## config.mk

```make
export PLATFORM = sky130hd
export DESIGN_NAME = adder_vector_sequencer_flat
export DESIGN_NICKNAME = d
export VERILOG_FILES = /design/src/rtl/adder_vector_sequencer_pkg.sv /design/src/rtl/adder_vector_sequencer_if.sv /design/src/rtl/adder_vector_sequencer_settle_timer.sv /design/src/rtl/adder_vector_sequencer.sv /design/src/flat_wrapper.sv
export SDC_FILE = /design/constraint.sdc
export NUM_CORES = 1
export LEC_CHECK = 0
export CAP_MARGIN = 20
export CORE_ASPECT_RATIO = 1.2
export CORE_MARGIN = 10
export CORE_UTILIZATION = 50
export CTS_CLUSTER_DIAMETER = 150
export DETAILED_ROUTE_END_ITERATION = 10
export GPL_ROUTABILITY_DRIVEN = 0
export PLACE_DENSITY = 0.88
export SYNTH_ARGS = -nofsm -noshare
export SYNTH_HDL_FRONTEND = slang
export SYNTH_SLANG_ARGS = --single-unit
export TNS_END_PERCENT = 20
```

## constraint.sdc

```tcl
create_clock -name clk -period 2.5 [get_ports clk]
set_clock_uncertainty 0.2 [all_clocks]
set_input_delay 0.5 -clock clk [delete_from_list [all_inputs] [get_ports clk]]
set_output_delay 0.5 -clock clk [all_outputs]
set_load 0.01 [all_outputs]
```

## src/rtl/adder_vector_sequencer_pkg.sv

```systemverilog
// Shared types and widths for the adder vector sequencer.
//   state_e      : sequencer FSM states
//   VEC_W/OUT_W  : stimulus vector width / adder result width {carry,sum}
//   ERR_W        : failing-vector counter width (holds 0..8)
//   NUM_IMPL     : number of adder implementations compared
//   TIMER_W      : settle timer width (SETTLE_CYCLES up to 15)
package adder_vector_sequencer_pkg;

  localparam int unsigned VEC_W    = 3;
  localparam int unsigned OUT_W    = 2;
  localparam int unsigned ERR_W    = 4;
  localparam int unsigned NUM_IMPL = 3;
  localparam int unsigned TIMER_W  = 4;

  typedef enum logic [1:0] {
    StIdle,
    StSettle,
    StSample,
    StDone
  } state_e;

  // Reference full-adder result {carry,sum} for vector {a,b,c}.
  function automatic logic [OUT_W-1:0] expected_sum(input logic [VEC_W-1:0] v);
    return {1'b0, v[2]} + {1'b0, v[1]} + {1'b0, v[0]};
  endfunction

endpackage

```

## src/rtl/adder_vector_sequencer_if.sv

```systemverilog
// Bus between the sequencer and the adders under check.
//   master : sequencer side (drives a/b/c and results, receives start and y_*)
//   slave  : environment side (drives start and y_*, observes the rest)
interface adder_vector_sequencer_if;
  import adder_vector_sequencer_pkg::*;

  logic                start;
  logic                a;
  logic                b;
  logic                c;
  logic [OUT_W-1:0]    y_tr;
  logic [OUT_W-1:0]    y_gate;
  logic [OUT_W-1:0]    y_assign;
  logic                busy;
  logic                done;
  logic                pass;
  logic [ERR_W-1:0]    err_count;
  logic [NUM_IMPL-1:0] impl_fail;
  logic [VEC_W-1:0]    first_fail_vec;
  logic                fail_valid;

  modport master (
    input  start, y_tr, y_gate, y_assign,
    output a, b, c, busy, done, pass, err_count, impl_fail, first_fail_vec, fail_valid
  );

  modport slave (
    output start, y_tr, y_gate, y_assign,
    input  a, b, c, busy, done, pass, err_count, impl_fail, first_fail_vec, fail_valid
  );

endinterface

```

## src/rtl/adder_vector_sequencer_settle_timer.sv

```systemverilog
// Loadable down-counter that holds each vector for its settle time.
//   clk, rst : clock, asynchronous active-high reset
//   load     : load load_val (has priority over dec)
//   load_val : value to load
//   dec      : decrement by one, stopping at zero
//   zero     : count is zero
module adder_vector_sequencer_settle_timer #(
  parameter int unsigned Width = 4
) (
  input  logic             clk,
  input  logic             rst,
  input  logic             load,
  input  logic [Width-1:0] load_val,
  input  logic             dec,
  output logic             zero
);

  logic [Width-1:0] count_q, count_d;

  always_comb begin
    count_d = count_q;
    if (load) begin
      count_d = load_val;
    end else if (dec && (count_q != '0)) begin
      count_d = count_q - Width'(1);
    end
  end

  always_ff @(posedge clk or posedge rst) begin
    if (rst) begin
      count_q <= '0;
    end else begin
      count_q <= count_d;
    end
  end

  assign zero = (count_q == '0);

endmodule

```

## src/rtl/adder_vector_sequencer.sv

```systemverilog
// Walks {a,b,c} through 000..111, holds each vector SETTLE_CYCLES cycles,
// then compares the three adder implementations against a+b+c and records
// failures.
//   clk, rst : clock, asynchronous active-high reset
//   bus      : master side of adder_vector_sequencer_if
//              start in; a/b/c stimulus out; y_tr/y_gate/y_assign in;
//              busy, done, pass, err_count, impl_fail, first_fail_vec,
//              fail_valid out
module adder_vector_sequencer
  import adder_vector_sequencer_pkg::*;
#(
  parameter int unsigned SETTLE_CYCLES = 4
) (
  input logic                      clk,
  input logic                      rst,
  adder_vector_sequencer_if.master bus
);

  localparam logic [TIMER_W-1:0] Reload  = TIMER_W'(SETTLE_CYCLES - 1);
  localparam logic [VEC_W-1:0]   LastVec = '1;

  state_e              state_q, state_d;
  logic [VEC_W-1:0]    vec_q, vec_d;
  logic [ERR_W-1:0]    err_q, err_d;
  logic [NUM_IMPL-1:0] impl_fail_q, impl_fail_d;
  logic [VEC_W-1:0]    first_q, first_d;
  logic                fail_valid_q, fail_valid_d;

  logic                timer_load, timer_dec, timer_zero;
  logic [OUT_W-1:0]    expected;
  logic [NUM_IMPL-1:0] mismatch;

  adder_vector_sequencer_settle_timer #(
    .Width (TIMER_W)
  ) u_settle_timer (
    .clk      (clk),
    .rst      (rst),
    .load     (timer_load),
    .load_val (Reload),
    .dec      (timer_dec),
    .zero     (timer_zero)
  );

  assign expected = expected_sum(vec_q);
  assign mismatch = {bus.y_assign != expected, bus.y_gate != expected, bus.y_tr != expected};

  always_comb begin
    state_d      = state_q;
    vec_d        = vec_q;
    err_d        = err_q;
    impl_fail_d  = impl_fail_q;
    first_d      = first_q;
    fail_valid_d = fail_valid_q;
    timer_load   = 1'b0;
    timer_dec    = 1'b0;

    unique case (state_q)
      StIdle, StDone: begin
        if (bus.start) begin
          state_d      = StSettle;
          vec_d        = '0;
          err_d        = '0;
          impl_fail_d  = '0;
          first_d      = '0;
          fail_valid_d = 1'b0;
          timer_load   = 1'b1;
        end
      end
      StSettle: begin
        if (timer_zero) begin
          state_d = StSample;
        end else begin
          timer_dec = 1'b1;
        end
      end
      StSample: begin
        // At most one increment per vector, so err never exceeds 8.
        if (|mismatch) begin
          err_d       = err_q + ERR_W'(1);
          impl_fail_d = impl_fail_q | mismatch;
          if (!fail_valid_q) begin
            first_d      = vec_q;
            fail_valid_d = 1'b1;
          end
        end
        if (vec_q != LastVec) begin
          vec_d      = vec_q + VEC_W'(1);
          timer_load = 1'b1;
          state_d    = StSettle;
        end else begin
          state_d = StDone;
        end
      end
      default: state_d = StIdle;
    endcase
  end

  always_ff @(posedge clk or posedge rst) begin
    if (rst) begin
      state_q      <= StIdle;
      vec_q        <= '0;
      err_q        <= '0;
      impl_fail_q  <= '0;
      first_q      <= '0;
      fail_valid_q <= 1'b0;
    end else begin
      state_q      <= state_d;
      vec_q        <= vec_d;
      err_q        <= err_d;
      impl_fail_q  <= impl_fail_d;
      first_q      <= first_d;
      fail_valid_q <= fail_valid_d;
    end
  end

  assign bus.a              = vec_q[2];
  assign bus.b              = vec_q[1];
  assign bus.c              = vec_q[0];
  assign bus.busy           = (state_q == StSettle) || (state_q == StSample);
  assign bus.done           = (state_q == StDone);
  assign bus.pass           = (state_q == StDone) && (err_q == '0);
  assign bus.err_count      = err_q;
  assign bus.impl_fail      = impl_fail_q;
  assign bus.first_fail_vec = first_q;
  assign bus.fail_valid     = fail_valid_q;

endmodule

```

## src/flat_wrapper.sv

```systemverilog
// flat-port wrapper written by rule: the top's interface ports become plain ports
module adder_vector_sequencer_flat import adder_vector_sequencer_pkg::*;
#(
  parameter int unsigned SETTLE_CYCLES = 4
)
  (clk, rst, bus_start, bus_y_tr, bus_y_gate, bus_y_assign, bus_a, bus_b, bus_c, bus_busy, bus_done, bus_pass, bus_err_count, bus_impl_fail, bus_first_fail_vec, bus_fail_valid);
  adder_vector_sequencer_if bus_i ();
  input logic clk;
  input logic rst;
  input wire logic [$bits(bus_i.start)-1:0] bus_start;
  input wire logic [$bits(bus_i.y_tr)-1:0] bus_y_tr;
  input wire logic [$bits(bus_i.y_gate)-1:0] bus_y_gate;
  input wire logic [$bits(bus_i.y_assign)-1:0] bus_y_assign;
  output wire logic [$bits(bus_i.a)-1:0] bus_a;
  output wire logic [$bits(bus_i.b)-1:0] bus_b;
  output wire logic [$bits(bus_i.c)-1:0] bus_c;
  output wire logic [$bits(bus_i.busy)-1:0] bus_busy;
  output wire logic [$bits(bus_i.done)-1:0] bus_done;
  output wire logic [$bits(bus_i.pass)-1:0] bus_pass;
  output wire logic [$bits(bus_i.err_count)-1:0] bus_err_count;
  output wire logic [$bits(bus_i.impl_fail)-1:0] bus_impl_fail;
  output wire logic [$bits(bus_i.first_fail_vec)-1:0] bus_first_fail_vec;
  output wire logic [$bits(bus_i.fail_valid)-1:0] bus_fail_valid;
  assign bus_i.start = bus_start;
  assign bus_i.y_tr = bus_y_tr;
  assign bus_i.y_gate = bus_y_gate;
  assign bus_i.y_assign = bus_y_assign;
  assign bus_a = bus_i.a;
  assign bus_b = bus_i.b;
  assign bus_c = bus_i.c;
  assign bus_busy = bus_i.busy;
  assign bus_done = bus_i.done;
  assign bus_pass = bus_i.pass;
  assign bus_err_count = bus_i.err_count;
  assign bus_impl_fail = bus_i.impl_fail;
  assign bus_first_fail_vec = bus_i.first_fail_vec;
  assign bus_fail_valid = bus_i.fail_valid;
  adder_vector_sequencer #(.SETTLE_CYCLES(SETTLE_CYCLES)) u_core (.clk(clk), .rst(rst), .bus(bus_i));
endmodule
```

==> impl_metrics.py, run 1 <==
metrics = {
    "status": {
        "status": "completed",
    },
    "grt": {
        "grt_max_degree": 21,
        "overflow": 0,
        "grt.total_usage_pct": 13.5,
        "antenna_found_initial": 0,
        "grt_pass1_wl_mm": 5.24,
        "grt_pass1_vias": 1156,
    },
    "yosys": {
        "synth.most_common_cell": "dfrtp_1",
        "synth_area_leaders": "dfrtp_1 (39%), ha_1 (8.9%), inv_1 (4.4%)",
        "ys_ff_latch": 20,
        "ys_types": 37,
        "ys_async_sr_fraction_pct": 100,
        "yosysSeqAreaShare_pct": 39.4,
        "yosys_warnings": 0,
        "netlist_instances": 134,
        "synth_nets": 153,
        "netlist.top_cell.by_area": "dfrtp_1",
        "synthTopCellsByCount": "dfrtp_1 (20), inv_1 (15), nand2_1 (10)",
        "synth_area_um2": 1270,
        "synth_edf_count": 0,
        "syn_area_per_cell_um2": 9.49,
        "synth_top_area_share_pct": 39.4,
        "synth_ff_type": "dfrtp_1",
    },
    "timing": {
        "fin_crit_sh_pct": 95.6,
        "fmax_mhz": 418,
        "rsz0062_at_grt": "no",
        "drv_slew": 0,
        "setup_viol": 0,
        "tns_ns": 0,
        "timing_worst_slew_pin_value_ns": 0.468,
        "relSlewSlack_pct": 68.4,
        "hold_ws_ns": 0.298,
        "hold_viol_final": 0,
        "period_needed_ns": 2.39,
    },
    "setup_path": {
        "crit_fanout": 6,
        "cp.required_ns": 1.80,
        "regToRegStartpoint": "u_core.vec_q[2]",
        "endpoint_kind": "output pin",
        "worstPathArrival_ns": 1.69,
        "crit_start": "u_core.state_q[0]",
        "cp-start-kind": "flop",
        "criticalPathCategory": "flop to output pin",
    },
    "final_layout": {
        "layout.nets": 185,
        "multi_input_area_um2": 709,
        "nFillCells": 176,
        "design_area_um2": 1610,
        "drive_gt1_share_pct": 9.15,
        "n_antenna_cell": 0,
        "finalNonFillerCells": 195,
        "fin_util_pct": 68.4,
        "seq_area_um2": 500,
        "syn_to_final_growth_pct": 26.7,
    },
    "power_and_ir_drop": {
        "switching_share_pct": 44.7,
        "powerDensity_nw_per_um2": 1050,
        "power.leakage_nw": 0.707,
        "p_seq_share_pct": 29.7,
        "power.internal_mw": 0.931,
        "power.switching_mw": 0.752,
        "ir_worst_vdd_mv": 0.833,
        "clkPwrFrac_pct": 9.3,
        "comb_power_share_pct": 60.9,
    },
    "routing": {
        "dr.max_layer_used": "met4",
        "drc_errors": 0,
        "wl_per_cell_um": 16.4,
        "wl_met2_mm": 1.66,
        "dr.pass1.iters": 5,
        "vias_per_cell": 5.91,
        "ant_nets": 0,
        "wl_mm": 3.19,
        "vias": 1153,
        "dr_wl_met3_um": 227,
        "drtIter0Drc": 52,
        "wirelength_met1_mm": 1.23,
    },
    "cts": {
        "insertion_delay_ns": 0.31,
        "cts.sinks": 20,
        "htreeDepth": 1,
        "hold_buffers": 0,
        "clock-root-buffer": "clkbuf_4",
        "cts_made_buffers": 3,
        "clockBufferDepth": 2,
        "cts.clk_slew.worst_paths_ns": 0.11,
        "cts_tree": "built",
    },
    "place": {
        "dpl.cell_count": 191,
        "place_hpwl_mm": 2.51,
        "placed_area_um2": 1580,
        "numPortBuffers": 25,
    },
    "floorplan": {
        "core_um2": 2350,
        "rows": 19,
        "initial_core_util_pct": 54.0,
        "die_x_um": 66.0,
        "dieArea_um2": 4970,
        "ios": 26,
        "die_height_um": 75.2,
    },
    "worst_hold_path": {
        "hp-class": "primary input to asynchronous set/reset pin",
    },
    "run": {
        "drv_cap": 0,
    },
}
-- stage by stage --
stage | total power [mW] | setup WS (ns)
6_report | 1.68 | 0.109
5_1_grt | 1.83 | 0.0287
4_1_cts | 1.68 | 0.0459
3_5_place_dp | 1.51 | 0.190
3_3_place_gp | 1.45 | 0.241
2_1_floorplan | 1.14 | 0.198
-- final cells by class --
cell class | count | area share [%]
Multi-Input combinational cell | 97 | 44.1
Timing Repair Buffer | 29 | 17.6
Tap cell | 31 | 2.41
Inverter | 15 | 3.50
Sequential cell | 20 | 31.1
Clock buffer | 3 | 1.40
-- state kept, by name (all words and copies together), names as in the netlist --
signal                         count
u_core.vec_q                       3
u_core.bus.err_count               4
u_core.state_q                     2
u_core.bus.impl_fail               3
u_core.u_settle_timer.count_q      4
u_core.bus.fail_valid              1
u_core.bus.first_fail_vec          3
-- power by group through the flow --
stage | sequential [mW] | combinational, mW | clock, mW
floorplan | 0.535 | 0.609 | 0
global placement | 0.504 | 0.941 | 0
detailed placement | 0.512 | 0.998 | 0
CTS | 0.500 | 1.02 | 0.158
global route | 0.515 | 1.15 | 0.170
finish | 0.500 | 1.03 | 0.157
-- path summary, 6_finish.rpt --
| path | cells after the start | end | slack, ns |
|---|---|---|---|
| hold / removal | 3 | u_core.bus.fail_valid | 0.30 |
| setup / recovery | 4 | bus_busy | 0.11 |
| min in group clk | 2 | u_core.bus.impl_fail[1] | 0.31 |
| max in group asynchronous | 3 | u_core.bus.first_fail_vec[1] | 1.59 |
| hold reg to reg | 2 | u_core.bus.impl_fail[1] | 0.31 |
| setup reg to reg | 5 | u_core.bus.err_count[3] | 0.14 |
-- logic make-up (layout without fill, tap and decap cells) --
family                     after synthesis  count (layout)  share of synthesized area (%)
AOI/OAI and AO/OA                       41              41                           24.0
xor gates and xnor gates                 9               9                           6.20
adders and majority gates               10              10                           10.4
buffers and inverters                   17              47                           5.02
DFF                                     20              20                           39.4
muxes                                    2               2                           1.67
and+or+nand+nor                         35              35                           13.3
-- routing by layer --
| layer | track usage [%] | vias to the layer above |
|---|---|---|
| met4 | 7.69 | 0 |
| met5 | 0 | - |
| met2 | 23.3 | 36 |
| met1 | 14.6 | 566 |
| li1 | - | 544 |
| met3 | 3.56 | 7 |
-- layout by cell type (no fill, tap or decap), types with 3 or more instances in the layout --
cell type and n:
clkbuf_4 3, clkdlybuf4s50_1 24, inv_1 15, nor3_1 5, a211oi_1 3, a22o_1 4, xor2_1 4, nor2_1 9
dfrtp_1 20, o31ai_1 3, a21oi_1 6, o21ai_0 7, ha_1 8, nand2_1 10, xnor2_1 5, o211ai_1 5
buf_4 4
-- what timing repair did --
item / CTS / global route
resized for setup: 0 / 2
hold endpoints to repair: 0 / 0
buffers inserted: 1 / 0
setup endpoints to repair: 1 / 2
pin swaps: 0 / 0
-- worst max-delay path, stage by stage (launching register included) --
cell	delay (ns)
dfrtp_1	0.41
inv_1	0.07
ha_2	0.31
inv_1	0.07
clkdlybuf4s50_1	0.53
Power figures use the tool's default switching activity.
==> run 2: changes to the inputs <==
- REMOVE_ABC_BUFFERS: unset -> 1
==> run 2 against run 1 <==
Global-route usage decreased by 0.30 points. Die area unchanged. Sequential share of layout area about the same. Sequential power increased by 2%. Core utilization increased by 0.11 points. Setup slack improved by 0.035 ns. Clock power decreased by 7%. Critical path type unchanged. Critical endpoint unchanged.
==> impl_metrics.py, run 2 (synthesized netlist as in run 1, its figures left out) <==
metrics = {
    "timing": {
        "relSlewSlack_pct": 72.1,
        "fmax_mhz": 424,
        "period_needed_ns": 2.36,
        "hold_viol_final": 0,
        "rsz0062_at_grt": "no",
        "setup_viol": 0,
        "hold_ws_ns": 0.309,
        "timing_worst_slew_pin_value_ns": 0.417,
        "drv_slew": 0,
        "tns_ns": 0,
        "fin_crit_sh_pct": 94.3,
    },
    "power_and_ir_drop": {
        "power.switching_mw": 0.738,
        "p_seq_share_pct": 30.6,
        "power.leakage_nw": 0.704,
        "power.internal_mw": 0.937,
        "switching_share_pct": 44.0,
        "total_power_mw": 1.68,
        "powerDensity_nw_per_um2": 1040,
        "ir_worst_vdd_mv": 0.865,
        "clkPwrFrac_pct": 8.7,
        "comb_power_share_pct": 60.7,
    },
    "routing": {
        "ant_nets": 0,
        "dr.pass1.iters": 4,
        "vias_per_cell": 5.81,
        "wl_per_cell_um": 15.7,
        "wl_mm": 3.05,
        "drc_errors": 0,
        "drtIter0Drc": 54,
        "vias": 1127,
    },
    "setup_path": {
        "cp_slowest_stage_delay_ns": 0.53,
        "regToRegStartpoint": "u_core.vec_q[2]",
        "slowest_stage": "clkdlybuf4s50_1",
        "worstPathArrival_ns": 1.66,
        "crit_start": "u_core.state_q[0]",
        "path_depth": 4,
        "cp-start-kind": "flop",
        "cp.required_ns": 1.80,
        "crit_fanout": 6,
        "endpoint_kind": "output pin",
        "criticalPathCategory": "flop to output pin",
        "critPathBufInv": 3,
        "reg2reg_depth": 5,
        "path_cells": "inv_1 > ha_4 > inv_1 > clkdlybuf4s50_1",
        "crit_path_end": "bus_busy",
        "crit_top_cell": "inv_1",
        "r2r_end": "u_core.bus.err_count[3]",
        "reg2reg_setup_slack_ns": 0.15,
        "worst_path_dominant_cell_family": "buffers and inverters",
    },
    "run": {
        "drv_cap": 0,
    },
    "cts": {
        "clock-root-buffer": "clkbuf_4",
        "postCtsSetupRepairBufs": 0,
        "cts_resized": 0,
        "cts.sinks": 20,
        "cts.clk_slew.worst_paths_ns": 0.10,
        "insertion_delay_ns": 0.29,
        "hold_buffers": 0,
        "cts_tree": "built",
        "cts_made_buffers": 3,
        "clockBufferDepth": 2,
        "htreeDepth": 1,
    },
    "final_layout": {
        "syn_to_final_growth_pct": 26.9,
        "layout.nets": 184,
        "fin_util_pct": 68.5,
        "n_antenna_cell": 0,
        "layout_common_cells": "clkdlybuf4s50_1 (24), dfrtp_1 (20), inv_1 (15)",
        "nFillCells": 184,
        "layout_commonest_cell": "clkdlybuf4s50_1",
        "drive_gt1_share_pct": 8.59,
    },
    "floorplan": {
        "dieArea_um2": 4970,
        "initial_core_util_pct": 54.0,
        "core_um2": 2350,
        "die_x_um": 66.0,
        "ios": 26,
        "rows": 19,
        "die_height_um": 75.2,
    },
    "status": {
        "status": "completed",
    },
    "place": {
        "place_hpwl_mm": 2.50,
        "numPortBuffers": 25,
    },
    "grt": {
        "grt_max_degree": 21,
        "grt_pass1_wl_mm": 5.24,
        "overflow": 0,
        "grt.total_usage_pct": 13.2,
        "antenna_found_initial": 0,
        "grt_pass1_vias": 1160,
    },
    "worst_hold_path": {
        "min-delay-start": "u_core.bus.impl_fail[1]",
        "hp-class": "flop to flop",
    },
}
run 2: cell type report:
cell class                 instances  area, um2  share of cell area [%]
clock buffer                       3       22.5                    1.40
inverter                          15       56.3                    3.49
timing repair buffer              28        275                    17.1
multi-input combinational         97        719                    44.6
sequential                        20        500                    31.0
tap                               31       38.8                    2.40
run 2: layer usage:
| metal | vias up | part of all wire, % | track usage, % |
|---|---|---|---|
| met2 | 43 | 52 | 23.5 |
| met1 | 544 | 39 | 14.7 |
| met4 | 0 | 1.8 | 4.43 |
| li1 | 535 | - | - |
| met3 | 5 | 7.6 | 3.71 |
| met5 | - | 0 | 0 |
run 2: power by group through the flow:
stage,Sequential [mW],Combinational [mW],Clock [mW]
finish,0.512,1.02,0.146
floorplan,0.535,0.607,0
global placement,0.505,0.944,0
detailed placement,0.516,0.989,0
global route,0.531,1.15,0.164
CTS,0.509,0.996,0.149
run 2: worst min-delay path by stage:
stage	to	slack (ns)	cells after the start
after floorplan	u_core.bus.err_count[0]	0.26	1
after global placement	u_core.bus.impl_fail[1]	0.28	2
final	u_core.bus.impl_fail[1]	0.31	2
after CTS	u_core.bus.impl_fail[1]	0.31	2
after detailed placement	u_core.bus.impl_fail[1]	0.29	2
after global routing	u_core.bus.err_count[2]	0.35	3
run 2: per-stage QoR:
step | instance area, um2 | instances | setup WS (ns)
finish | 1610 | 194 | 0.144
global route | 1610 | 194 | 0.0260
CTS | 1600 | 194 | 0.0506
detailed placement | 1580 | 191 | 0.180
global placement | 1580 | 191 | 0.248
floorplan | 1260 | 132 | 0.198
run 2: worst register-to-register path, cell delays in order, from the launching register on:
cell,delay [ns]
dfrtp_1,0.46
fa_1,0.57
nor3_1,0.37
o22a_4,0.25
a2111oi_2,0.07
a311o_1,0.33
==> RTL change 1, RTL diff (config.mk and constraints of run 1) <==
Change the package constant `ERR_W` from 4 to 5.
--- a/src/rtl/adder_vector_sequencer_pkg.sv
+++ b/src/rtl/adder_vector_sequencer_pkg.sv
@@ -8,7 +8,7 @@
 
   localparam int unsigned VEC_W    = 3;
   localparam int unsigned OUT_W    = 2;
-  localparam int unsigned ERR_W    = 4;
+  localparam int unsigned ERR_W    = 5;
   localparam int unsigned NUM_IMPL = 3;
   localparam int unsigned TIMER_W  = 4;
 
Ports: changed (resized bus_err_count); port bits go from 26 to 27. No check against the original RTL was run, so the function may have changed too.
==> RTL change 1 against run 1 <==
  * Via count rose by 6.7%
  * Routed wire length grew 5.3%
  * Global-route usage shrank 0.47 points
  * Clock power is 6% higher
  * Sequential cell count rose by 1
  * Sequential share of layout area fell by 1.3 points
  * Design area increased by 9.4%
  * Sequential power increased by 7.2%
  * Final cell count rose by 11%
  * Critical path depth is 2 higher
  * Fmax is 1.0% lower
  * Total power increased by 5.0%
  * Synthesized area grew 6.7%
  * Setup slack got worse by 25 ps
  * Critical endpoint is now u_core.bus.err_count[4]$_DFFE_PP0P_
  * Largest cell class unchanged
  * Largest power group unchanged
==> RTL change 1: results (changes against run 1) <==
stage,metric,value,unit,change
yosys,sequential cell area fraction in the yosys report,0.387,,-0.00625
worst_setup_path,R2R setup slack,80,ps,-60 ps
routing,Met3 Routed Length,259,µm,+14%
routing,initial DRC count,65,,+25%
worst_setup_path,crit path to,u_core.bus.err_count[4]$_DFFE_PP0P_,,
timing,post-route setup slack,83.7,ps,-25.1 ps
routing,via count,1230,,+6.7%
global_route,met2 usage,0.222,,-0.0111
timing,slew at the pin closest to its max-slew limit,528,ps,+59.8 ps
global_route,vias in the first global route,1203,,+4.1%
routing,Total Wirelength,3360,µm,+5.3%
worst_setup_path,Top Family by Delay on Critical Path,simple AND/OR/NAND/NOR gates,,
routing,met2 routed WL,1690,µm,+2.1%
layout,Non-Filler Instances,216,,+11%
clock_tree,post-CTS sizing,1,,+1
layout,Final Core Density,0.683,,-0.000716
layout,share of layout cells above drive strength 1,0.120,,+0.0288
outcome,outcome,completed,,
global_route,largest net degree at the start of global routing,22,,+4.8%
worst_setup_path,slowest CP cell,or4_4,,
routing,M1 wire length,1400,µm,+14%
global_route,met3 Resource Use GR,0.0334,,-0.00218
routing,DR pass1 iterations,4,,-1
pwr,Net Sw Power,760,µW,+1.1%
layout,Nets,203,,+9.7%
worst_setup_path,Arrival @ worst endpoint,2420,ps,+730 ps
layout,fill count,213,,+21%
[RTL change 1: changes by cell type after synthesis, moves of 4 or more]
cell	run 1	this run
o21ai_1	0	4
or4_1	0	4
nor3_1	5	1
o211ai_1	5	11
nand3_1	2	9
nand2_1	10	19
o21ai_0	7	0
[RTL change 1: power groups by stage]
stage	Sequential, µW	Combinational, µW	Clock (µW)
2_1_floorplan	556	634	0
3_3_place_gp	529	996	0
3_5_place_dp	539	1040	0
4_1_cts	532	1040	174
5_1_grt	548	1190	183
6_report	536	1060	167
[RTL change 1: layout make-up]
| type | count | area share |
|---|---|---|
| repair buffers | 38 | 0.205 |
| clock buffers | 4 | 0.0149 |
| multi-input cells | 108 | 0.433 |
| well taps | 33 | 0.0234 |
| inverters | 12 | 0.0256 |
| flip-flops and latches | 21 | 0.298 |
[RTL change 1: cell families after synthesis]
kind of cell	Yosys count	synth area share
buf+inv	19	0.0618
compound gates	33	0.181
simple gates	56	0.214
flops	21	0.387
fa+ha+maj	10	0.0978
xor+xnor	9	0.0581
==> RTL change 2, RTL diff (config.mk and constraints of run 1) <==
Made on the original files. Reset style: synchronous (`rst`), changed in 2 clocked blocks. Comments in the files are not updated.
--- a/src/rtl/adder_vector_sequencer_settle_timer.sv
+++ b/src/rtl/adder_vector_sequencer_settle_timer.sv
@@ -26,7 +26,7 @@
     end
   end
 
-  always_ff @(posedge clk or posedge rst) begin
+  always_ff @(posedge clk) begin
     if (rst) begin
       count_q <= '0;
     end else begin
--- a/src/rtl/adder_vector_sequencer.sv
+++ b/src/rtl/adder_vector_sequencer.sv
@@ -95,7 +95,7 @@
     endcase
   end
 
-  always_ff @(posedge clk or posedge rst) begin
+  always_ff @(posedge clk) begin
     if (rst) begin
       state_q      <= StIdle;
       vec_q        <= '0;
Behaviour: differs if rst is asserted again (counterexample within 4 cycles, from zero or initial values and one cycle with rst high); with rst held inactive, the same outputs for 10 cycles.
==> RTL change 2 against run 1 <==
  * Combinational power down 36%
  * Setup slack better by 49 ps
  * First-iteration DRC count down 46%
  * Design area down 4.0%
  * Total power down 18%
  * Routed wire length down 10%
  * Sequential cell count unchanged
  * Register-to-register slack better by 20 ps
  * Global-route usage down 0.86 points
  * Synthesized cell count up 3.0%
  * Synthesized area down 9.6%
  * Fmax up 2.1%
  * Critical path type unchanged
  * Highest routed layer unchanged
==> RTL change 2: results (changes against run 1) <==
stage,metric,value,unit,change
global_route,met2 usage,0.240,,+0.00716
global_route,met3 Resource Use GR,0.0338,,-0.00181
clock_tree,post-CTS setup buffer count,0,,-1
clock_tree,"Clk pin slew, worst setup/hold paths",120,ps,
routing,Total Wirelength,2860,µm,-10%
worst_setup_path,Critical path origin,u_core.bus.err_count[0]$_SDFFE_PP0P_,,
place,dpl ws,86.6,ps,-104 ps
layout,fill count,191,,+8.5%
layout,post-route cell area,0.00155,mm²,-4.0%
yosys,"Primary FF master, synth",dfxtp_1,,
yosys,Mapped Nets,157,,+2.6%
global_route,vias in the first global route,1096,,-5.2%
routing,met2 routed WL,1470,µm,-11%
routing,DR pass1 iterations,4,,-1
global_route,met1 Usage GRT,0.118,,-0.0279
yosys,commonest cells in the netlist,"dfxtp_1 (20), nand2_1 (15), nor2_1 (12)",,
layout,Ant. Diodes,0,,unchanged
routing,initial DRC count,28,,-46%
pwr,peak supply drop,629,µV,-24%
worst_setup_path,RR Startpoint,u_core.vec_q[0]$_SDFFE_PP0P_,,
layout,share of layout cells above drive strength 1,0.111,,+0.0196
routing,M1 wire length,1140,µm,-7.2%
place,DP HPWL,2260,µm,-10%
layout,Nets,191,,+3.2%
worst_setup_path,CP peak stage delay,560,ps,+30 ps
layout,Non-Filler Instances,201,,+3.1%
timing,slew at the pin closest to its max-slew limit,392,ps,-76.4 ps
global_route,largest net degree at the start of global routing,16,,-24%
pwr,leak pwr,0.000604,µW,-15%
routing,Via density,5.45,,-7.8%
pwr,Net Sw Power,522,µW,-31%
min_path,Worst Hold Class,reg2reg,,
yosys,Mapped Cells,138,,+3.0%
global_route,All-Layer GR Usage,0.126,,-0.00862
global_route,first-pass GRT wire length,4780,µm,-8.8%
clock_tree,Clk Tree Root Cell,clkbuf_4,,
outcome,outcome,completed,,
yosys,largest cells by area after synthesis,"dfxtp_1 (35%), ha_1 (9.8%), xnor2_1 (6.1%)",,
place,Post-Place Cells,197,,+3.1%
## RTL change 2: cell count changes in the layout (fill, tap and decap cells not counted), moves of 4 or more
cell | run 1 | this run
o211ai_1 | 5 | 0
dfrtp_1 | 20 | 0
a21oi_1 | 6 | 10
nand2_1 | 10 | 15
dfxtp_1 | 0 | 19
buf_4 | 4 | 9
inv_1 | 15 | 10
o21ai_0 | 7 | 3
## RTL change 2: power by group through the flow
stage / Combinational (µW) / Sequential, µW / Clock [µW]
finish: 660 / 459 / 266
global route: 742 / 473 / 283
CTS: 657 / 459 / 271
detailed placement: 654 / 466 / 0
global placement: 624 / 459 / 0
floorplan: 395 / 469 / 0
## RTL change 2: layout make-up
cell class / count / share of cell area
Multi-Input combinational cell: 103 / 0.451
Sequential cell: 20 / 0.260
Timing Repair Buffer: 34 / 0.207
Inverter: 10 / 0.0243
Tap cell: 30 / 0.0243
Clock inverter: 1 / 0.0194
Clock buffer: 3 / 0.0146
## RTL change 2: logic make-up after synthesis
| kind of cell | count (synthesis) | synth area share |
|---|---|---|
| adders and majority gates | 10 | 0.115 |
| xor gates and xnor gates | 9 | 0.0686 |
| muxes | 2 | 0.0196 |
| DFF | 20 | 0.349 |
| and+or+nand+nor | 52 | 0.221 |
| buffers and inverters | 15 | 0.0523 |
| AOI/OAI and AO/OA | 30 | 0.174 |
## RTL change 2: timing repair
action,in CTS,in global routing
pin swaps,0,1
endpoints found under the setup margin,1,4
gates cloned,0,0
resized for setup,1,2
## RTL change 2: path summary, 6_finish.rpt
check	end	slack (ps)	cells after the start
min	u_core.bus.impl_fail[1]$_SDFFE_PP0P_	280	2
max	bus_pass	160	5
min reg2reg	u_core.bus.impl_fail[1]$_SDFFE_PP0P_	280	2
max reg2reg	u_core.bus.first_fail_vec[1]$_SDFFE_PP0P_	160	7
